$ cat src/rtl/serving_ram_arb_pkg.sv
// serving_ram_arb_pkg: shared FSM states, beat count and grant encoding for the RAM arbiter
package serving_ram_arb_pkg;

    typedef enum logic [1:0] {IDLE, RD, WR, ACK} state_t;

    typedef enum logic {GNT_IBUS = 1'b0, GNT_DBUS = 1'b1} gnt_t;

    localparam int BEATS = 4;

endpackage

$ cat src/rtl/serving_ram_arb_pick.sv
// serving_ram_arb_pick: winner select for ibus/dbus; SERVING_RAM_ARB_RR_EN selects round-robin over fixed dbus priority
module serving_ram_arb_pick
    import serving_ram_arb_pkg::*;
(
    input  logic i_ibus_cyc,
    input  logic i_dbus_cyc,
`ifdef SERVING_RAM_ARB_RR_EN
    input  gnt_t i_last,
`endif
    output gnt_t o_gnt
);

    always_comb begin
`ifdef SERVING_RAM_ARB_RR_EN
        o_gnt = !i_dbus_cyc ? GNT_IBUS :
                !i_ibus_cyc ? GNT_DBUS :
                (i_last == GNT_DBUS) ? GNT_IBUS : GNT_DBUS;
`else
        o_gnt = i_dbus_cyc ? GNT_DBUS : GNT_IBUS;
`endif
    end

endmodule

$ cat src/rtl/serving_ram_arbiter.sv
// serving_ram_arbiter: serialises ibus/dbus word accesses onto a byte-wide RAM; SERVING_RAM_ARB_RR_EN enables round-robin arbitration
module serving_ram_arbiter
    import serving_ram_arb_pkg::*;
#(
    parameter int depth = 256,
    parameter int aw    = $clog2(depth)
) (
    input  logic          i_clk,
    input  logic          i_rst_n,
    input  logic [aw-1:0] i_ibus_adr,
    input  logic          i_ibus_cyc,
    output logic [31:0]   o_ibus_rdt,
    output logic          o_ibus_ack,
    input  logic [aw-1:0] i_dbus_adr,
    input  logic [31:0]   i_dbus_dat,
    input  logic [3:0]    i_dbus_sel,
    input  logic          i_dbus_we,
    input  logic          i_dbus_cyc,
    output logic [31:0]   o_dbus_rdt,
    output logic          o_dbus_ack,
    output logic [aw-1:0] o_ram_waddr,
    output logic [7:0]    o_ram_wdata,
    output logic          o_ram_wen,
    output logic [aw-1:0] o_ram_raddr,
    output logic          o_ram_ren,
    input  logic [7:0]    i_ram_rdata
);

    state_t        state_q, state_d;
    logic [2:0]    cnt_q, cnt_d;
    gnt_t          gnt_q, gnt_d;
    logic [aw-3:0] adr_q, adr_d;
    logic          we_q, we_d;
    logic [3:0]    sel_q, sel_d;
    logic [31:0]   dat_q, dat_d;
    logic [31:0]   rdata_q, rdata_d;
    logic [1:0]    lane;
    gnt_t          pick;
    logic          unused_adr;

    assign unused_adr = ^{i_ibus_adr[1:0], i_dbus_adr[1:0]};
    // RAM data lags the read strobe by one cycle, so beat cnt delivers byte cnt-1
    assign lane = cnt_q[1:0] - 2'd1;

`ifdef SERVING_RAM_ARB_RR_EN
    gnt_t last_q, last_d;

    serving_ram_arb_pick u_pick (
        .i_ibus_cyc (i_ibus_cyc),
        .i_dbus_cyc (i_dbus_cyc),
        .i_last     (last_q),
        .o_gnt      (pick)
    );
`else
    serving_ram_arb_pick u_pick (
        .i_ibus_cyc (i_ibus_cyc),
        .i_dbus_cyc (i_dbus_cyc),
        .o_gnt      (pick)
    );
`endif

    always_comb begin
        state_d = state_q;
        cnt_d   = cnt_q;
        gnt_d   = gnt_q;
        adr_d   = adr_q;
        we_d    = we_q;
        sel_d   = sel_q;
        dat_d   = dat_q;
        rdata_d = rdata_q;
`ifdef SERVING_RAM_ARB_RR_EN
        last_d  = last_q;
`endif
        unique case (state_q)
            IDLE: if (i_ibus_cyc || i_dbus_cyc) begin
                gnt_d   = pick;
                cnt_d   = '0;
                adr_d   = (pick == GNT_DBUS) ? i_dbus_adr[aw-1:2] : i_ibus_adr[aw-1:2];
                we_d    = (pick == GNT_DBUS) && i_dbus_we;
                sel_d   = i_dbus_sel;
                dat_d   = i_dbus_dat;
                state_d = we_d ? WR : RD;
`ifdef SERVING_RAM_ARB_RR_EN
                last_d  = pick;
`endif
            end
            RD: begin
                if (cnt_q != '0)
                    rdata_d[{lane, 3'b000} +: 8] = i_ram_rdata;
                state_d = (cnt_q == 3'(BEATS)) ? ACK : RD;
                cnt_d   = (cnt_q == 3'(BEATS)) ? cnt_q : cnt_q + 3'd1;
            end
            WR: begin
                state_d = (cnt_q == 3'(BEATS - 1)) ? ACK : WR;
                cnt_d   = cnt_q + 3'd1;
            end
            default: state_d = IDLE;
        endcase
    end

    always_ff @(posedge i_clk) begin
        if (!i_rst_n) begin
            state_q <= IDLE;
            cnt_q   <= '0;
            gnt_q   <= GNT_IBUS;
            adr_q   <= '0;
            we_q    <= 1'b0;
            sel_q   <= '0;
            dat_q   <= '0;
            rdata_q <= '0;
`ifdef SERVING_RAM_ARB_RR_EN
            last_q  <= GNT_DBUS;
`endif
        end else begin
            state_q <= state_d;
            cnt_q   <= cnt_d;
            gnt_q   <= gnt_d;
            adr_q   <= adr_d;
            we_q    <= we_d;
            sel_q   <= sel_d;
            dat_q   <= dat_d;
            rdata_q <= rdata_d;
`ifdef SERVING_RAM_ARB_RR_EN
            last_q  <= last_d;
`endif
        end
    end

    assign o_ram_raddr = {adr_q, cnt_q[1:0]};
    assign o_ram_waddr = {adr_q, cnt_q[1:0]};
    assign o_ram_ren   = (state_q == RD) && (cnt_q != 3'(BEATS));
    assign o_ram_wen   = (state_q == WR) && sel_q[cnt_q[1:0]];
    assign o_ram_wdata = dat_q[{cnt_q[1:0], 3'b000} +: 8];
    assign o_ibus_ack  = (state_q == ACK) && (gnt_q == GNT_IBUS);
    assign o_dbus_ack  = (state_q == ACK) && (gnt_q == GNT_DBUS);
    assign o_ibus_rdt  = rdata_q;
    assign o_dbus_rdt  = rdata_q;

endmodule

$ cat config.mk
export PLATFORM = sky130hd
export DESIGN_NAME = serving_ram_arbiter
export DESIGN_NICKNAME = d
export VERILOG_FILES = /design/src/rtl/serving_ram_arb_pkg.sv /design/src/rtl/serving_ram_arb_pick.sv /design/src/rtl/serving_ram_arbiter.sv
export SDC_FILE = /design/constraint.sdc
export NUM_CORES = 1
export LEC_CHECK = 0
export CORE_MARGIN = 4
export CORE_UTILIZATION = 40
export CTS_CLUSTER_DIAMETER = 60
export DETAILED_ROUTE_END_ITERATION = 8
export PLACE_DENSITY = 0.84
export SYNTH_ARGS = -nofsm -noshare
export SYNTH_HDL_FRONTEND = slang
export SYNTH_SLANG_ARGS = --single-unit
$ cat constraint.sdc
create_clock -name i_clk -period 2.75 [get_ports i_clk]
set_clock_uncertainty 0.05 [all_clocks]
set_input_delay 0.275 -clock i_clk [delete_from_list [all_inputs] [get_ports i_clk]]
set_output_delay 0.275 -clock i_clk [all_outputs]
set_load 0.02 [all_outputs]
==> flow_summary.ini <==
[clock_tree]
cts_buffers = 9
ctsHtreeMaxLevel = 3
cts_tree = done
clock_latency_ns = 0.35
cts.sinks = 80
root_buffer = clkbuf_8
cts_hold_buf = 0
clk_pin_slew_ns = 0.08
cts_setup_buffers = 0
max-clock-path-buffers = 2

[critical_path]
slowest_stage = clkdlybuf4s50_1
worstPathRequired_ns = 2.42
cpLargestDelayFamily = buffers and inverters
crit_type = reg -> out
crit_arrival_ns = 2.12
slowest_delay_ns = 0.56
crit_fanout = 10
cp_num_buf_inv = 2
startpoint_type = flop
cp-end-kind = output port
crit_chain = buf_4 -> mux4_2 -> clkdlybuf4s50_1

[finish]
finalNonFillerCells = 665
nFillCells = 857
nets = 608
antenna_cells = 0
postLayoutCoreUtil_pct = 57.8
area_growth_pct = 38.2
drive_gt1_share_pct = 7.65

[sta]
max_freq_mhz = 408
slew_headroom_pct = 51.0
period_share_pct = 89.0
setup_viol = 0
slew_violations = 0
hold_violations = 0
worstMarginPinSlew_ns = 0.734
rsz0062_at_grt = false
fin_ws_ns = 0.302
fin_crit_ns = 2.45
tns_ns = 0

[power]
p_total_w = 0.00285
p_clk_share_pct = 31.0
switching_share_pct = 30.0
vdd_drop_max_mv = 0.325
power.leakage_nw = 1.99
pwr-share-seq_pct = 45.3
p_int_w = 0.00200
power_density_nw_per_um2 = 527
power.switching_w = 0.000856
combPwrFrac_pct = 23.6

[die]
row_count = 35
die_h_um = 107
coreArea_sq_um = 9370
ios = 157
dieWidth_um = 107
initial_utilization_pct = 41.8
die-area_sq_um = 11400

[route]
drc = 0
drtIter0Drc = 117
wire_per_inst_um = 14.4
vias = 3253
via_per_inst = 4.89
wirelength_mm = 9.55
ant_nets = 0
first_pass_iters = 4

[grt]
grt_pass1_vias = 3272
grt_pass1_wl_mm = 15.4
grt_use_total_pct = 16.8
antenna_found_initial = 0
grt_max_degree = 51
grt-ovfl-total = 0

[placed_design]
io_buffers = 152
place_ws_ns = 0.468
dp.cells = 649
gp_congestion = 0.853
dp_hpwl_mm = 7.36

[yosys]
synthesis.nets = 505
synth-simple-area-share_pct = 20.1
synth_top_family_by_area = simple AND/OR/NAND/NOR gates
synth_fa_ha_area_share_pct = 3.83
synthMuxAreaShare_pct = 6.80
postSynthAreaPerCell_sq_um = 9.15
ys_types = 36
synth_compound_area_share_pct = 16.5
yosys_warnings = 0
ys_ff_latch = 80
yosysSeqAreaShare_pct = 40.9
postSynthCellCount = 428
syn_area_sq_um = 3920
yosys.area_share.xor_xnor_pct = 0

[run]
maxCapViolations = 0

[run_status]
outcome = complete, no violations

[worst_hold_path]
hold_class = reg -> reg
worst register-to-register path, cell delays in order (launching register included):
cell and delay, ns:
dfxtp_1 0.43, ha_1 0.34, nand3_1 0.44, nor4_4 0.55, a22oi_1 0.13, nor2b_1 0.14
registers in the layout, indices dropped and copies added (netlist names):
register / count
gnt_q: 1
cnt_q: 3
dat_q: 32
sel_q: 4
state_q: 2
o_dbus_rdt: 32
adr_q: 6
synth_stat cells (all sizes together):
library cell,count,area [sq um]
or3b,1,11.3
nand3,32,160
nor2,1,3.75
nor3b,2,20.0
nor4,2,42.5
nand3b,1,7.51
mux2i,6,60.1
nand2,97,364
buf,54,390
clkbuf,14,53.8
and4,1,8.76
a221o,1,10.0
a21boi,61,458
and2,2,12.5
and3,3,18.8
dfxtp,80,1600
a22oi,11,82.6
nand2b,9,63.8
o21a,1,7.51
inv,5,18.8
o211a,6,60.1
o21ai,4,23.8
mux4,9,206
ha,12,150
nor2b,12,75.1
a31oi,1,6.26
path summary, 6_finish.rpt:
check | startpoint | endpoint | slack (ns) | cells after the start
worst max-delay path | cnt_q[0] | o_ram_wdata[7] | 0.30 | 3
worst min-delay path | dat_q[3] | dat_q[3] | 0.41 | 2
worst max register to register | state_q[0] | o_dbus_rdt[26] | 0.61 | 5
worst min register to register | dat_q[3] | dat_q[3] | 0.41 | 2
layout by cell type (no fill, tap or decap), types with 2 or more instances in the layout:
| master | count |
|---|---|
| inv_6 | 3 |
| clkbuf_8 | 9 |
| o211a_1 | 6 |
| mux2i_1 | 6 |
| buf_4 | 8 |
| o21ai_1 | 3 |
| and3_1 | 3 |
| a21boi_0 | 50 |
| a22oi_1 | 11 |
| ha_1 | 12 |
| nor2b_1 | 12 |
| nor4_4 | 2 |
| and2_1 | 2 |
| nand2_1 | 97 |
| clkinvlp_4 | 3 |
| clkdlybuf4s50_1 | 151 |
| a21boi_1 | 11 |
| nand3_1 | 32 |
| nand2b_1 | 8 |
| inv_1 | 4 |
| mux4_2 | 8 |
| dfxtp_1 | 79 |
power by group through the flow:
stage | clock network, W | registers [W] | logic, W
5_1_grt | 0.000960 | 0.00131 | 0.000740
6_report | 0.000886 | 0.00129 | 0.000674
4_1_cts | 0.000909 | 0.00129 | 0.000683
2_1_floorplan | 0 | 0.00132 | 0.000421
3_3_place_gp | 0 | 0.00131 | 0.000664
3_5_place_dp | 0 | 0.00132 | 0.000681
cell families (layout without fill, tap and decap cells):
group,after synthesis,after routing
multiplexers,15,15
buffers and inverters,73,181
adder cells (fa/ha/maj),12,12
AO/OA/AOI/OAI,85,85
flip-flops,80,80
AND/OR/NAND/NOR,163,163
through the flow:
stage,hold slack [ns],instance area [sq um]
2_1_floorplan,0.370,3920
3_3_place_gp,0.397,5210
3_5_place_dp,0.405,5210
4_1_cts,0.411,5410
5_1_grt,0.415,5420
6_report,0.413,5420
routing by layer:
metal | wire length [um] | track usage, % | vias to the layer above | share of wire, %
met5 | 0 | 0 | - | 0
met4 | 192 | 7.67 | 0 | 2.0
met3 | 844 | 4.88 | 16 | 8.8
met2 | 4530 | 29.3 | 138 | 47
met1 | 3990 | 18.7 | 1481 | 42
li1 | - | - | 1618 | -
timing repair:
item	4_1_cts	5_1_grt
resized for setup	0	1
endpoints found under the setup margin	0	9
endpoints found under the hold margin	0	0
area by class of cell:
| type | instances | area (sq um) | share of cell area (%) |
|---|---|---|---|
| sequential | 80 | 1600 | 29.6 |
| timing repair buffer | 160 | 1580 | 29.1 |
| multi-input combinational | 275 | 1850 | 34.2 |
| tap | 129 | 161 | 2.98 |
| inverter | 5 | 18.8 | 0.347 |
| clock buffer | 9 | 124 | 2.29 |
| clock inverter | 7 | 78.8 | 1.46 |
(Power assumes the default switching activity.)
